`config.mk`:
```
export PLATFORM = sky130hd
export DESIGN_NAME = pc_gen_btb
export DESIGN_NICKNAME = d
export VERILOG_FILES = /design/src/rtl/pc_gen_pkg.sv /design/src/rtl/btb_dm.sv /design/src/rtl/pc_gen_btb.sv
export SDC_FILE = /design/constraint.sdc
export NUM_CORES = 1
export LEC_CHECK = 0
export ABC_CLOCK_PERIOD_IN_PS = 5800
export CORE_ASPECT_RATIO = 1.25
export CORE_MARGIN = 2
export CORE_UTILIZATION = 50
export CTS_CLUSTER_SIZE = 28
export DETAILED_ROUTE_END_ITERATION = 7
export PLACE_DENSITY_LB_ADDON = 0.25
export SETUP_SLACK_MARGIN = 0.15
export SLEW_MARGIN = 5
export SYNTH_ARGS = -nofsm -noshare
export SYNTH_HDL_FRONTEND = slang
export SYNTH_SLANG_ARGS = --single-unit
```
`constraint.sdc`:
```
create_clock -name clk -period 5.8 [get_ports clk]
set_input_delay 1.16 -clock clk [delete_from_list [all_inputs] [get_ports clk]]
set_output_delay 1.16 -clock clk [all_outputs]
set_load 0.005 [all_outputs]
```
`src/rtl/pc_gen_pkg.sv`:
```
`default_nettype none
// ============================================================================
// Module      : pc_gen_pkg
// Description : Shared definitions for the fetch PC generator and its BTB:
//               2-bit counter encodings, the PC increment, the BTB entry
//               record and the saturating counter update helper.
// Revision    : 1.0 - initial release
// ============================================================================
package pc_gen_pkg;

   localparam logic [1:0] STRONG_NT = 2'b00;
   localparam logic [1:0] WEAK_NT   = 2'b01;
   localparam logic [1:0] WEAK_T    = 2'b10;
   localparam logic [1:0] STRONG_T  = 2'b11;

   localparam int unsigned PC_INC = 4;

   // Widest supported PC; entries are sized to it and narrower
   // configurations zero-extend into the upper bits.
   localparam int unsigned PC_W_MAX = 64;

   typedef struct packed {
      logic                valid;
      logic [PC_W_MAX-1:0] tag;
      logic [PC_W_MAX-1:0] target;
      logic [1:0]          ctr;
   } btb_entry_t;

   // Saturating +/-1 on a 2-bit counter.
   function automatic logic [1:0] ctr_step(input logic [1:0] ctr, input logic taken);
      logic [1:0] r;
      r = ctr;
      if (taken && (ctr != STRONG_T))
         r = ctr + 2'd1;
      else if (!taken && (ctr != STRONG_NT))
         r = ctr - 2'd1;
      return r;
   endfunction

endpackage
`default_nettype wire

```
`src/rtl/btb_dm.sv`:
```
`default_nettype none
// ============================================================================
// Module      : btb_dm
// Description : Direct-mapped branch target buffer with 2-bit counters.
//               Combinational lookup, synchronous update, read-before-write.
// Ports       : clk, rst            - clock, sync active-high reset
//               lookup_pc           - PC to predict for
//               pred_taken/target   - hit & ctr[1], stored target (0 if not)
//               upd_valid/pc/target/taken - resolved-branch update
// Revision    : 1.0 - initial release
// ============================================================================
module btb_dm
   import pc_gen_pkg::*;
#(
   parameter int unsigned XLEN    = 32,
   parameter int unsigned ENTRIES = 16
) (
   input  logic            clk,
   input  logic            rst,
   input  logic [XLEN-1:0] lookup_pc,
   output logic            pred_taken,
   output logic [XLEN-1:0] pred_target,
   input  logic            upd_valid,
   input  logic [XLEN-1:0] upd_pc,
   input  logic [XLEN-1:0] upd_target,
   input  logic            upd_taken
);

   localparam int unsigned IDX   = $clog2(ENTRIES);
   localparam int unsigned TAG_W = XLEN - IDX - 2;

   btb_entry_t r_mem [ENTRIES];

   logic [IDX-1:0]      w_lk_idx;
   logic [IDX-1:0]      w_up_idx;
   logic [PC_W_MAX-1:0] w_lk_tag;
   logic [PC_W_MAX-1:0] w_up_tag;
   logic [PC_W_MAX-1:0] w_up_tgt;
   btb_entry_t          w_lk_ent;
   btb_entry_t          w_up_ent;
   logic                w_lk_hit;
   logic                w_up_hit;

   always_comb begin
      w_lk_idx = lookup_pc[IDX+1:2];
      w_up_idx = upd_pc[IDX+1:2];
      w_lk_tag = '0;
      w_up_tag = '0;
      w_up_tgt = '0;
      w_lk_tag[TAG_W-1:0] = lookup_pc[XLEN-1:IDX+2];
      w_up_tag[TAG_W-1:0] = upd_pc[XLEN-1:IDX+2];
      w_up_tgt[XLEN-1:0]  = upd_target;
      w_lk_ent = r_mem[w_lk_idx];
      w_up_ent = r_mem[w_up_idx];
      w_lk_hit = w_lk_ent.valid && (w_lk_ent.tag == w_lk_tag);
      w_up_hit = w_up_ent.valid && (w_up_ent.tag == w_up_tag);
      pred_taken  = w_lk_hit && w_lk_ent.ctr[1];
      pred_target = pred_taken ? w_lk_ent.target[XLEN-1:0] : '0;
   end

   // Only valid bits are reset; tag/target/ctr are qualified by valid.
   always_ff @(posedge clk) begin
      if (rst) begin
         for (int i = 0; i < int'(ENTRIES); i++)
            r_mem[i].valid <= 1'b0;
      end else if (upd_valid) begin
         if (w_up_hit) begin
            r_mem[w_up_idx].ctr <= ctr_step(w_up_ent.ctr, upd_taken);
            if (upd_taken)
               r_mem[w_up_idx].target <= w_up_tgt;
         end else if (upd_taken) begin
            r_mem[w_up_idx] <= '{valid: 1'b1, tag: w_up_tag, target: w_up_tgt, ctr: WEAK_T};
         end
      end
   end

endmodule
`default_nettype wire

```
`src/rtl/pc_gen_btb.sv`:
```
`default_nettype none
// ============================================================================
// Module      : pc_gen_btb
// Description : Fetch PC register with redirect priority mux, a pending
//               register that holds EX redirects seen during a stall, and a
//               direct-mapped BTB for taken-branch prediction.
//               Optional macro PC_GEN_TRAP_EN adds trap_valid/trap_vector,
//               which override everything including a stall.
// Ports       : clk, rst, en (0 = stall)
//               ex_redirect/ex_target, id_jal/id_jal_target - redirects
//               upd_*            - BTB update from resolved branch
//               pc_out           - registered fetch PC
//               pred_taken/target - combinational BTB prediction for pc_out
// Revision    : 1.0 - initial release
// ============================================================================
module pc_gen_btb
   import pc_gen_pkg::*;
#(
   parameter int unsigned     XLEN         = 32,
   parameter int unsigned     BTB_ENTRIES  = 16,
   parameter logic [XLEN-1:0] RESET_VECTOR = 32'h0000_0000
) (
   input  logic            clk,
   input  logic            rst,
   input  logic            en,
`ifdef PC_GEN_TRAP_EN
   input  logic            trap_valid,
   input  logic [XLEN-1:0] trap_vector,
`endif
   input  logic            ex_redirect,
   input  logic [XLEN-1:0] ex_target,
   input  logic            id_jal,
   input  logic [XLEN-1:0] id_jal_target,
   input  logic            upd_valid,
   input  logic [XLEN-1:0] upd_pc,
   input  logic [XLEN-1:0] upd_target,
   input  logic            upd_taken,
   output logic [XLEN-1:0] pc_out,
   output logic            pred_taken,
   output logic [XLEN-1:0] pred_target
);

   logic [XLEN-1:0] r_pc;
   logic            r_pend_valid;
   logic [XLEN-1:0] r_pend_target;

   logic [XLEN-1:0] w_pc_next;
   logic            w_pend_valid_next;
   logic [XLEN-1:0] w_pend_target_next;

   btb_dm #(
      .XLEN    (XLEN),
      .ENTRIES (BTB_ENTRIES)
   ) u_btb (
      .clk         (clk),
      .rst         (rst),
      .lookup_pc   (r_pc),
      .pred_taken  (pred_taken),
      .pred_target (pred_target),
      .upd_valid   (upd_valid),
      .upd_pc      (upd_pc),
      .upd_target  (upd_target),
      .upd_taken   (upd_taken)
   );

   always_comb begin
      w_pc_next          = r_pc;
      w_pend_valid_next  = r_pend_valid;
      w_pend_target_next = r_pend_target;
      if (en) begin
         // A pending redirect is older than any live one, so it wins.
         if (r_pend_valid) begin
            w_pc_next         = r_pend_target;
            w_pend_valid_next = 1'b0;
         end else if (ex_redirect)
            w_pc_next = ex_target;
         else if (id_jal)
            w_pc_next = id_jal_target;
         else if (pred_taken)
            w_pc_next = pred_target;
         else
            w_pc_next = r_pc + XLEN'(PC_INC);
      end else if (ex_redirect) begin
         // Newest EX redirect during a stall overwrites any earlier one.
         w_pend_valid_next  = 1'b1;
         w_pend_target_next = ex_target;
      end
`ifdef PC_GEN_TRAP_EN
      if (trap_valid) begin
         w_pc_next         = trap_vector;
         w_pend_valid_next = 1'b0;
      end
`endif
   end

   always_ff @(posedge clk) begin
      if (rst) begin
         r_pc          <= RESET_VECTOR;
         r_pend_valid  <= 1'b0;
         r_pend_target <= '0;
      end else begin
         r_pc          <= w_pc_next;
         r_pend_valid  <= w_pend_valid_next;
         r_pend_target <= w_pend_target_next;
      end
   end

   assign pc_out = r_pc;

endmodule
`default_nettype wire

```
==> metrics.md, run 1 <==
| Metric | Value |
|---|---|
| Worst-case clock buffer depth | `3` |
| Number of nets at the end of the flow | `2904` |
| Worst EP arrival | `4480 ps` |
| Main synth FF type | `edfxtp_1` |
| Slowest cell on the critical path | `or4_4` |
| DR vias/cell | `6.53` |
| Pwr Total | `16.8 mW` |
| Synth Net Count | `2620` |
| Share of layout cells above drive strength 1 | `27.4%` |
| DRC violations left | `0` |
| Clock skew | `66.5 ps` |
| Total die area | `93500 um2` |
| Slowest stage delay, CP | `530 ps` |
| Fmax | `177 MHz` |
| Crit share post-route | `97.2%` |
| Layout area overhead | `18.4%` |
| Post-synth EDFFs | `960` |
| Root Driver | `clkbuf_16` |
| Max VDD drop | `0.000316 V` |
| Crit path max fanout | `34` |
| Hold-fix buffers, CTS | `0` |
| Antenna violations before repair | `11` |
| Least-Margin Pin Slew | `1060 ps` |
| PD cells | `311 nW/um2` |
| Tmin final | `5640 ps` |
| Vias | `26.4k` |
| Final setup viols | `0` |
| Status | `finished clean` |
| Worst-Skew Late Latency | `710 ps` |
| Port bufs | `197` |
| Clock-pin slew on the worst setup and hold paths | `60 ps` |
| DRT iter0 DRCs | `3274` |
| Die Span Y | `341 um` |
| Hold WC Path Type | `flop to flop` |
| CP cell instances | `buf_12 > buf_4 > mux4_2 > xnor2_1 > a21oi_1 > or4_4 > nor3_2 > nand4_1 > buf_4 > or2_4 > buf_12 > nor2_2 > clkdlybuf4s50_1` |
| Register area share after synthesis | `67.1%` |
| Global-route wire length before repair | `185 mm` |
| Final Hold Fails | `0` |
| Ys async rst share | `0%` |
| Num ports | `200` |
| GP Congestion | `0.930` |
| CTS H-tree lvls | `3` |
| Synthesized cell area | `45500 um2` |
| Gate Count Post-Synth | `2482` |
| Crit path capture type | `output port` |
| Largest net degree at the start of global routing | `70` |
| Seq cells post-synth | `1045` |
| CP Launch Type | `flop` |
| Antenna viol nets, final | `0` |
| Synth unique cells | `60` |
| DR WL/cell | `31.8 um` |
| Warnings from Yosys | `0` |
| Req. time, crit path | `4640 ps` |
| CTS Buf Count | `101` |
| Mapped Avg Cell Area | `18.3 um2` |
| Core area | `90200 um2` |
| 1st-pass router iterations | `6` |
| # Max-Cap Violations | `0` |
| Max Slew Vio Count | `0` |
| TritonCTS clock tree | `built` |
| DP HPWL | `81.2 mm` |
| RSZ-0062 raised after global routing | `yes` |
| Total grt overflow | `0` |
| Setup TNS | `0 ps` |
| Die width | `274 um` |
| Static Leak | `17.9 nW` |
| WL final | `129 mm` |
| Initial Util | `50.5%` |
| Rel. slew slack | `29.0%` |
| Vias in the first global route | `27.1k` |
| # rows | `123` |
| Crit Path Class | `flop to output port` |
| Clk sinks | `1045` |
| Total GRT Usage | `27.7%` |
## sequential cells by signal (all words and copies together) (netlist names), named ones only
register / flops
u_btb.r_mem: 976
pc_out: 32
r_pend_valid: 1
r_pend_target: 32
## cells by family after synthesis
group / Yosys count / synth area share [%]
buffers and inverters: 204 / 1.87
muxes: 484 / 21.4
and+or+nand+nor: 406 / 4.33
adders and majority gates: 3 / 0.0825
DFF: 1045 / 67.1
xor gates and xnor gates: 80 / 1.54
AOI/OAI and AO/OA: 260 / 3.75
## Yosys cell counts (4+ instances only)
library cell	number	area (um2)
xor2_1	20	175
edfxtp_1	960	28800
xnor2_1	60	526
a2111oi_0	15	131
and3_1	40	250
a221oi_1	14	123
a211o_1	20	175
o21ai_0	21	105
nor2_1	75	282
nand2b_1	11	68.8
o22ai_1	10	62.6
and4_1	4	35.0
inv_1	26	97.6
a221o_1	5	50.1
mux2_2	5	56.3
or4_1	4	30.0
dfxtp_1	85	1700
nand3_1	25	125
buf_4	13	97.6
buf_2	25	125
clkbuf_1	105	394
and2_1	31	194
or2_2	4	25.0
o211ai_1	6	45.0
a211oi_1	6	45.0
nor2b_1	11	68.8
mux4_2	390	8780
a21o_1	17	128
a21oi_1	111	556
nor3_1	31	155
nor3b_1	4	30.0
o311a_1	5	50.1
nand4_1	15	93.8
mux2i_1	89	891
a31oi_1	4	25.0
buf_1	33	124
a22oi_1	8	60.1
nor4_1	4	25.0
nand2_1	138	518
## layer usage
metal / up-vias / track usage (%) / wire (um) / part of all wire [%]
met5: - / 0 / 39 / 0.030
met4: 6 / 11.7 / 5360 / 4.2
met3: 280 / 4.91 / 11300 / 8.8
met2: 1458 / 45.3 / 63900 / 50
met1: 13900 / 36.8 / 48100 / 37
li1: 10800 / - / - / -
## final timing paths
kind | start | end | slack, ps | cells after the start
worst max-delay path | flop | pred_target[2] | 160 | 13
worst min-delay path | r_pend_target[31] | r_pend_target[31] | 450 | 2
worst max register to register | flop | pc_out[22] | 1800 | 13
worst min register to register | r_pend_target[31] | r_pend_target[31] | 450 | 2
## area by class of cell
type                    instances  area, um2
fillers                      6494      36300
clock buffers                 123       2640
flip-flops and latches       1045      30500
well taps                    1187       1490
multi-input cells            1233      14400
diodes                          7       17.5
inverters                      27        110
clock inverters                63        687
repair buffers                358       3990
## power breakdown
| group | switching (mW) | internal, mW |
|---|---|---|
| combinational | 0.920 | 0.796 |
| sequential | 0.0959 | 8.31 |
| clock | 2.89 | 3.76 |
| total | 3.90 | 12.9 |
## through the flow
step           setup WS, ps  cells  hold slack, ps  utilization [%]  area, um2
6_report                161   4043             453             59.8      53900
4_1_cts                 149   4025             452             59.4      53600
2_1_floorplan           529   2482             431                -      45500
3_5_place_dp            345   3829             443             55.4      50000
3_3_place_gp            383   3829             437             55.4      50000
5_1_grt                73.7   4037             469             59.8      53900
## critical path, delay by kind of cell, from the launching register on
family	cells	cell delay, ps
and+or+nand+nor	5	1190
AOI/OAI and AO/OA	1	140
xor gates and xnor gates	1	230
buffers and inverters	5	1260
DFF	1	420
muxes	1	500
## layout by cell type (no fill, tap or decap), types with 8 or more instances in the layout
| master | Yosys | routed |
|---|---|---|
| clkinv_2 | 0 | 23 |
| a221oi_1 | 14 | 14 |
| dfxtp_1 | 85 | 80 |
| o22ai_1 | 10 | 8 |
| a211o_1 | 20 | 20 |
| mux2i_1 | 89 | 81 |
| inv_1 | 26 | 24 |
| nand4_1 | 15 | 15 |
| xor2_1 | 20 | 19 |
| nand2_1 | 138 | 138 |
| nor2_1 | 75 | 58 |
| edfxtp_1 | 960 | 960 |
| clkinv_1 | 0 | 16 |
| mux4_2 | 390 | 390 |
| and2_1 | 31 | 31 |
| o21ai_0 | 21 | 20 |
| clkbuf_16 | 0 | 105 |
| buf_12 | 0 | 46 |
| nor2b_1 | 11 | 9 |
| nor3_1 | 31 | 29 |
| dlymetal6s2s_1 | 0 | 27 |
| clkdlybuf4s50_1 | 0 | 163 |
| bufinv_16 | 0 | 11 |
| a2111oi_0 | 15 | 14 |
| and3_2 | 0 | 16 |
| a21oi_1 | 111 | 111 |
| and3_1 | 40 | 24 |
| xnor2_1 | 60 | 59 |
| clkbuf_1 | 105 | 20 |
| mux2i_2 | 0 | 8 |
| nand3_1 | 25 | 24 |
| nor2_4 | 0 | 13 |
| nand2b_1 | 11 | 11 |
| buf_4 | 13 | 101 |
| a21o_1 | 17 | 17 |
## timing repair
item	4_1_cts	5_1_grt
buffers inserted	8	8
endpoints found under the setup margin	33	31
pin swaps	5	3
gates resized for setup	40	45
gates cloned	2	3
Power figures use the tool's default switching activity.
==> inputs of run 2 (changes only) <==
--- a/config.mk
+++ b/config.mk
@@ -8,7 +8,7 @@
 export ABC_CLOCK_PERIOD_IN_PS = 5800
 export CORE_ASPECT_RATIO = 1.25
 export CORE_MARGIN = 2
-export CORE_UTILIZATION = 50
+export CORE_UTILIZATION = 31
 export CTS_CLUSTER_SIZE = 28
 export DETAILED_ROUTE_END_ITERATION = 7
 export PLACE_DENSITY_LB_ADDON = 0.25
==> metrics.md, run 2 (synthesized netlist as in run 1, its figures left out) <==
| Metric | Value |
|---|---|
| Status | `finished clean` |
| PD cells | `312 nW/um2 (+0.28%)` |
| GP Congestion | `0.883 (-5.0%)` |
| Req. time, crit path | `4640 ps (about the same)` |
| DRC violations left | `0 (unchanged)` |
| # rows | `157 (+28%)` |
| Global-route wire length before repair | `200 mm (+8.2%)` |
| WL final | `142 mm (+10%)` |
| Die width | `347 um (+27%)` |
| Total die area | `150000 um2 (+60%)` |
| Layout area overhead | `19.8%` |
| Static Leak | `17.6 nW (-1.6%)` |
| Worst-Skew Late Latency | `720 ps (about the same)` |
| Hold Path End | `r_pend_target[10]` |
| 1st-pass router iterations | `6 (unchanged)` |
| Biggest register | `u_btb.r_mem` |
| Num ports | `200 (unchanged)` |
| Largest net degree at the start of global routing | `70 (unchanged)` |
| Most common cell after layout, fill and taps aside | `edfxtp_1` |
| Initial Util | `31.2% (-19 points)` |
| Total grt overflow | `0 (unchanged)` |
| # Max-Cap Violations | `0 (unchanged)` |
| CTS Buf Count | `105 (+4.0%)` |
| Setup TNS | `0 ps (unchanged)` |
| Worst-case clock buffer depth | `3 (unchanged)` |
| Crit share post-route | `97.3% (+0.11 points)` |
| Pre-CTS setup slack | `121 ps (-224 ps)` |
| Number of nets at the end of the flow | `2893 (-0.38%)` |
| CP Launch Type | `flop` |
| Clock-pin slew on the worst setup and hold paths | `60 ps (about the same)` |
| Final Hold Fails | `0 (unchanged)` |
| Antenna viol nets, final | `0 (unchanged)` |
| Commonest cells after routing, fill and taps aside | `edfxtp_1, mux4_2, clkdlybuf4s50_1` |
| Total GRT Usage | `18.7% (-9.0 points)` |
| Max reg flops | `976 (unchanged)` |
| Rel. slew slack | `20.9% (-8.2 points)` |
| Crit Path Class | `flop to output port` |
| Clock skew | `24.9 ps (-41.6 ps)` |
| Hold-fix buffers, CTS | `0 (unchanged)` |
| Clk sinks | `1045 (unchanged)` |
| Root Driver | `clkbuf_16` |
| RSZ-0062 raised after global routing | `yes` |
| Port bufs | `197 (unchanged)` |
| Fmax | `177 MHz (-0.12%)` |
| Post-layout util | `37.3% (-22 points)` |
| Worst EP arrival | `4490 ps (about the same)` |
| Final setup viols | `0 (unchanged)` |
| R2R cell count | `10 (-3)` |
| Die Span Y | `432 um (+27%)` |
| Core area | `146000 um2 (+62%)` |
| TritonCTS clock tree | `built` |
| Crit path capture type | `output port` |
| DR WL/cell | `29.8 um (-6.3%)` |
| DR vias/cell | `5.49 (-16%)` |
| DRT iter0 DRCs | `2531 (-23%)` |
| Hold WC Path Type | `flop to flop` |
| Worst Setup Slack, final | `154 ps (-6.52 ps)` |
| Hold Path Depth | `2 (unchanged)` |
| Crit path max fanout | `7 (-79%)` |
| CTS H-tree lvls | `3 (unchanged)` |
| Vias in the first global route | `27.1k (+0.27%)` |
| Share of layout cells above drive strength 1 | `27.5% (about the same)` |
| DP HPWL | `89.9 mm (+11%)` |
| Antenna violations before repair | `13 (+2)` |
| Tmin final | `5650 ps (+6.52 ps)` |
| Vias | `26.1k (-1.1%)` |
| Max Slew Vio Count | `0 (unchanged)` |
| R2r setup slk | `1170 ps (-630 ps)` |
| Hold Crit Start | `r_pend_target[10]` |
| Least-Margin Pin Slew | `1190 ps (+123 ps)` |
| Max VDD drop | `0.000243 V (-23%)` |
-- run 2: cell types whose count changed in the layout (fill, tap and decap cells not counted), sizes merged --
cell | before | now
clkbuf | 127 | 150
dlymetal6s2s | 27 | 10
buf | 162 | 147
dlygate4sd2 | 2 | 16
clkinv | 42 | 37
inv | 33 | 29
clkdlybuf4s50 | 163 | 160
diode | 7 | 4
bufbuf | 0 | 2
bufinv | 11 | 10
clkinvlp | 4 | 5
-- run 2: final cells by class --
type                       instances  area (um2)
tap                             1908        2390
clock buffer                     142        2900
fill                           13500       91600
timing repair buffer             343        3610
antenna                            4        10.0
multi-input combinational       1233       14400
sequential                      1045       30500
clock inverter                    54         568
inverter                          27         116
-- run 2: metrics by stage --
| stage | hold slack, ps | cell area, um2 | instances | total power [mW] |
|---|---|---|---|---|
| 6_report | 450 | 54500 | 4756 | 17.0 |
| 2_1_floorplan | 431 | 45500 | 2482 | 9.51 |
| 3_5_place_dp | 444 | 50700 | 4537 | 10.3 |
| 5_1_grt | 477 | 54500 | 4752 | 17.5 |
| 3_3_place_gp | 437 | 50700 | 4537 | 10.3 |
| 4_1_cts | 453 | 54400 | 4746 | 17.2 |
-- run 2: per-layer routing --
metal,track usage (%),vias to the layer above,wire length [um]
met5,0,-,87
met4,6.83,14,4790
met3,3.11,249,9030
met2,31.7,1125,70500
met1,24.1,14000,57300
li1,-,10800,-
-- run 2: how the worst max path moves through the flow --
| stage | slack, ps | depth (start not counted) | from | endpoint |
|---|---|---|---|---|
| 5_1_grt | 60 | 12 | flop | pred_target[20] |
| 6_report | 150 | 12 | flop | pred_target[20] |
| 3_5_place_dp | 120 | 11 | upd_pc[2] | u_btb.r_mem[15][51] |
| 4_1_cts | 80 | 12 | flop | pred_target[6] |
| 3_3_place_gp | 180 | 11 | upd_pc[2] | u_btb.r_mem[14][57] |
| 2_1_floorplan | 530 | 6 | upd_pc[2] | u_btb.r_mem[15][10] |
-- run 2: critical path: stages, from the launching register on --
cell and delay, ps:
dfxtp_4 370, buf_12 150, mux4_2 510, mux4_2 540, xor2_4 190, or4_4 440, nor3_2 110, nand4_1 250
or2_4 370, clkinv_8 70, buf_8 110, and2_1 130, clkdlybuf4s50_1 500
-- run 2: what timing repair did --
action                                  4_1_cts  5_1_grt
pin swaps                                     5        3
buffers inserted                             11        5
gates cloned                                  2        1
endpoints found under the setup margin       33       19
resized for setup                            62       28
-- run 2: where the power goes --
| part | switching, mW | internal, mW |
|---|---|---|
| registers | 0.105 | 8.31 |
| clock network | 2.92 | 3.95 |
| logic | 0.938 | 0.793 |
==> inputs of run 3 (changes only) <==
--- a/config.mk
+++ b/config.mk
@@ -12,7 +12,7 @@
 export CTS_CLUSTER_SIZE = 28
 export DETAILED_ROUTE_END_ITERATION = 7
 export PLACE_DENSITY_LB_ADDON = 0.25
-export SETUP_SLACK_MARGIN = 0.15
+export SKIP_LAST_GASP = 1
 export SLEW_MARGIN = 5
 export SYNTH_ARGS = -nofsm -noshare
 export SYNTH_HDL_FRONTEND = slang
==> constraint.sdc (replaced) <==
create_clock -name clk -period 5.8 [get_ports clk]
set_input_delay 1.16 -clock clk [delete_from_list [all_inputs] [get_ports clk]]
set_output_delay 1.16 -clock clk [all_outputs]
set_load 0.1 [all_outputs]
==> metrics.md, run 3 (synthesized netlist as in run 1, its figures left out) <==
| Metric | Value |
|---|---|
| Worst-Skew Late Latency | `730 ps (about the same)` |
| Hold Crit Start | `r_pend_target[13]` |
| Placed Instance Area | `50900 um2 (+0.34%)` |
| Total GRT Usage | `18.7% (+0.049 points)` |
| Final Hold Fails | `0 (unchanged)` |
| Port bufs | `197 (unchanged)` |
| Max Slew Vio Count | `0 (unchanged)` |
| Die width | `347 um (unchanged)` |
| Antenna viol nets, final | `0 (unchanged)` |
| CTS Buf Count | `107 (+1.9%)` |
| Worst-case clock buffer depth | `3 (unchanged)` |
| WL final | `142 mm (+0.11%)` |
| DR WL/cell | `29.9 um (+0.32%)` |
| Tmin final | `5730 ps (+83.8 ps)` |
| Rel. slew slack | `22.8% (+1.9 points)` |
| Commonest cells after routing, fill and taps aside | `edfxtp_1, mux4_2, clkdlybuf4s50_1` |
| Clk sinks | `1045 (unchanged)` |
| Least-Margin Pin Slew | `1150 ps (-32.6 ps)` |
| Max reg flops | `976 (unchanged)` |
| Most common cell after layout, fill and taps aside | `edfxtp_1` |
| Clock-pin slew on the worst setup and hold paths | `60 ps (about the same)` |
| Num ports | `200 (unchanged)` |
| TritonCTS clock tree | `built` |
| RSZ-0062 raised after global routing | `yes` |
| DR vias/cell | `5.49 (about the same)` |
| Setup TNS | `0 ps (unchanged)` |
| Root Driver | `clkbuf_16` |
| Total die area | `150000 um2 (unchanged)` |
| Crit path capture type | `output port` |
| Largest net degree at the start of global routing | `61 (-13%)` |
| Layout area overhead | `20.1%` |
| # rows | `157 (unchanged)` |
| Antenna violations before repair | `21 (+8)` |
| Req. time, crit path | `4640 ps (about the same)` |
| Core area | `146000 um2 (unchanged)` |
| Setup crit end | `pred_target[7]` |
| Die Span Y | `432 um (unchanged)` |
| Share of layout cells above drive strength 1 | `28.6% (+1.2 points)` |
| CP Launch Type | `flop` |
| PD cells | `315 nW/um2 (+0.95%)` |
| Pwr Total | `17.2 mW (+1.2%)` |
| Max VDD drop | `0.000260 V (+7.0%)` |
| Global-route wire length before repair | `201 mm (+0.49%)` |
| Final instance area | `54700 um2 (+0.26%)` |
| Final setup viols | `0 (unchanged)` |
| Hold-fix buffers, CTS | `0 (unchanged)` |
| Fmax | `175 MHz (-1.5%)` |
| Crit share post-route | `98.8% (+1.4 points)` |
| Crit Path Class | `flop to output port` |
| # Max-Cap Violations | `0 (unchanged)` |
| Clock skew | `58.6 ps (+33.7 ps)` |
| DRC violations left | `0 (unchanged)` |
| 1st-pass router iterations | `5 (-1)` |
| Vias in the first global route | `27.3k (+0.53%)` |
| Number of nets at the end of the flow | `2884 (-0.31%)` |
| R2r setup slk | `1480 ps (+310 ps)` |
| DRT iter0 DRCs | `2568 (+1.5%)` |
| Status | `finished clean` |
| CTS H-tree lvls | `3 (unchanged)` |
| R2R cell count | `12 (+2)` |
| Vias | `26.1k (-0.23%)` |
| Worst EP arrival | `4570 ps (+80 ps)` |
| DP HPWL | `90.5 mm (+0.72%)` |
| Fillers | `13.4k (-0.16%)` |
| Static Leak | `17.5 nW (-0.71%)` |
| Initial Util | `31.2% (unchanged)` |
| Post-layout util | `37.4% (+0.098 points)` |
| Biggest register | `u_btb.r_mem` |
| GP Congestion | `0.872 (-1.3%)` |
| Hold WC Path Type | `flop to flop` |
| Crit path max fanout | `18 (+11)` |
| Total grt overflow | `0 (unchanged)` |
[run 3: changes by cell type in the layout (fill, tap and decap cells not counted), moves of 10 or more]
cell and delta:
buf_12 +21, dlygate4sd2_1 -16, and2_1 -14, and2_4 +14
clkbuf_1 -12, dlymetal6s2s_1 -10
[run 3: what timing repair did]
action                                  4_1_cts  5_1_grt
endpoints found under the setup margin       33       31
setup buffers                                 3        5
gates cloned                                  2        0
gates resized for setup                      17       20
pin swaps                                     2        2
[run 3: stage by stage]
| step | instances | setup slack [ps] | hold slack (ps) |
|---|---|---|---|
| 2_1_floorplan | 2482 | 51.0 | 431 |
| 3_3_place_gp | 4535 | 156 | 436 |
| 3_5_place_dp | 4535 | 122 | 443 |
| 4_1_cts | 4740 | -22.9 | 452 |
| 5_1_grt | 4745 | -19.8 | 472 |
| 6_report | 4746 | 70.4 | 451 |
[run 3: critical path, stage by stage (launching register included)]
cell and delay [ps]:
dfxtp_4 410, buf_12 170, mux4_2 500, mux4_2 520, xor2_2 200, or4_1 560, nor3_2 180, nand4_1 220
or2_4 390, inv_2 110, buf_12 160, and2_1 190, buf_12 190
[run 3: worst min path at each step]
stage	endpoint	slack [ps]	cells past startpoint
floorplan	r_pend_target[10]	430	2
global placement	r_pend_target[16]	440	2
detailed placement	r_pend_target[16]	440	2
CTS	r_pend_target[16]	450	2
global route	r_pend_target[16]	470	2
finish	r_pend_target[13]	450	2
[run 3: where the power goes]
group | switching (mW) | total, mW | leakage, nW | internal [mW]
Clock | 3.00 | 6.96 | 1.74 | 3.96
Sequential | 0.0980 | 8.41 | 9.33 | 8.31
Combinational | 1.08 | 1.85 | 6.38 | 0.771
[run 3: cell type report]
cell class | instances | area, um2 | area share [%]
Antenna cell | 1 | 2.50 | 0.00458
Clock buffer | 125 | 2800 | 5.11
Clock inverter | 75 | 762 | 1.39
Inverter | 27 | 103 | 0.188
Multi-Input combinational cell | 1233 | 14400 | 26.3
Sequential cell | 1045 | 30500 | 55.8
Tap cell | 1908 | 2390 | 4.37
Timing Repair Buffer | 332 | 3710 | 6.79
[run 3: layer usage]
metal,global-route usage (%),share of wire [%]
met1,23.7,40
met2,32.4,51
met3,3.37,6.8
met4,6.22,3.0
met5,0,0.11
==> variant, RTL diff (flow settings as in run 3) <==
Build with the macro `PC_GEN_TRAP_EN` defined.
--- a/src/rtl/pc_gen_btb.sv
+++ b/src/rtl/pc_gen_btb.sv
@@ -13,6 +13,8 @@
 //               pred_taken/target - combinational BTB prediction for pc_out
 // Revision    : 1.0 - initial release
 // ============================================================================
+`define PC_GEN_TRAP_EN
+
 module pc_gen_btb
    import pc_gen_pkg::*;
 #(
Interface: changed (added trap_valid and trap_vector); port bits go from 200 to 233. No check against the original RTL was run, so the function may have changed too.
==> variant against run 3 <==
  * Sequential share of layout area down 1.4 points
  * Combinational power grew 9.7%
  * Utilization grew 0.44 points
  * Area after synthesis up 1.7%
  * Global-route usage is 1.2 points higher
  * Register-to-register slack worse by 30 ps
  * Power down 0.55%
  * Fmax is 0.73% higher
  * Routed wire length is 8.3% higher
  * Sequential cell count is the same
  * Setup slack improved by 42 ps
  * Final area up 2.6%
  * Synthesized cell count up 2.8%
  * Largest power group unchanged
  * Highest routed layer unchanged
==> variant: results <==
set metrics [dict create \
    cp_slowest_cell "mux4_2" \
    gp_congestion 0.912 \
    cts_resized 6 \
    clk_share 0.0596 \
    buffers 410 \
    io_buffers 230 \
    final_cells 4890 \
    n_all_inverters 21 \
    synthMuxAreaShare 0.208 \
    synth_common_cells "960 x edfxtp_1, 399 x mux4_2, 169 x nand2_1" \
    dpl.hpwl_um 101000 \
    seq-cell-share 0.544 \
    layout.comb_gates.multi_input 1299 \
    dpl-instance-area_sq_um 52500 \
    vias_per_cell 5.64 \
    clkbuf_count 133 \
    wl_per_cell_um 31.4 \
    synth-adder-area-share 0.000811 \
    start_util 0.312 \
    cp-endpoint "pred_target[19]" \
    cp_max_fo 17 \
    status "completed" \
    antenna_found_initial 23 \
    powerClk_uw 6670 \
    cts_buffers 103 \
    p_sw_uw 4270 \
    rrSetupSlack_ps 1450 \
    nets 3051 \
    drive_above_1_share 0.294 \
    dp_cells 4683 \
    grt_pass1_wl_um 215000 \
    synth_cell_types 77 \
    cp.arrival_ps 4530 \
]
variant: cell count changes in the layout (fill, tap and decap cells not counted), sizes merged, moves of 12 or more:
cell / change
buf: +49
o21ai: +44
mux2i: -35
clkdlybuf4s50: +31
nand2: +31
a211oi: +24
a21oi: -23
a211o: -17
nor4b: +16
a22oi: +15
clkinv: -15
nor3: -14
and3: -12
variant: worst min path at each step:
stage                             end              start  slack (ps)
CTS                 r_pend_target[12]  r_pend_target[12]         460
global placement    r_pend_target[15]  r_pend_target[15]         440
finish              r_pend_target[16]  r_pend_target[16]         460
detailed placement  r_pend_target[12]  r_pend_target[12]         450
floorplan           r_pend_target[15]  r_pend_target[15]         430
global route        r_pend_target[12]  r_pend_target[12]         480
variant: worst reg2reg max path, stage by stage (launching register included):
cell,delay [ps]
dfxtp_4,370
buf_12,150
buf_4,210
buf_4,330
mux4_2,570
mux2i_2,330
a221oi_2,140
a311oi_1,320
a21o_1,300
or2_2,190
or3_4,140
buf_4,140
buf_4,330
a211oi_1,170
o22ai_1,480
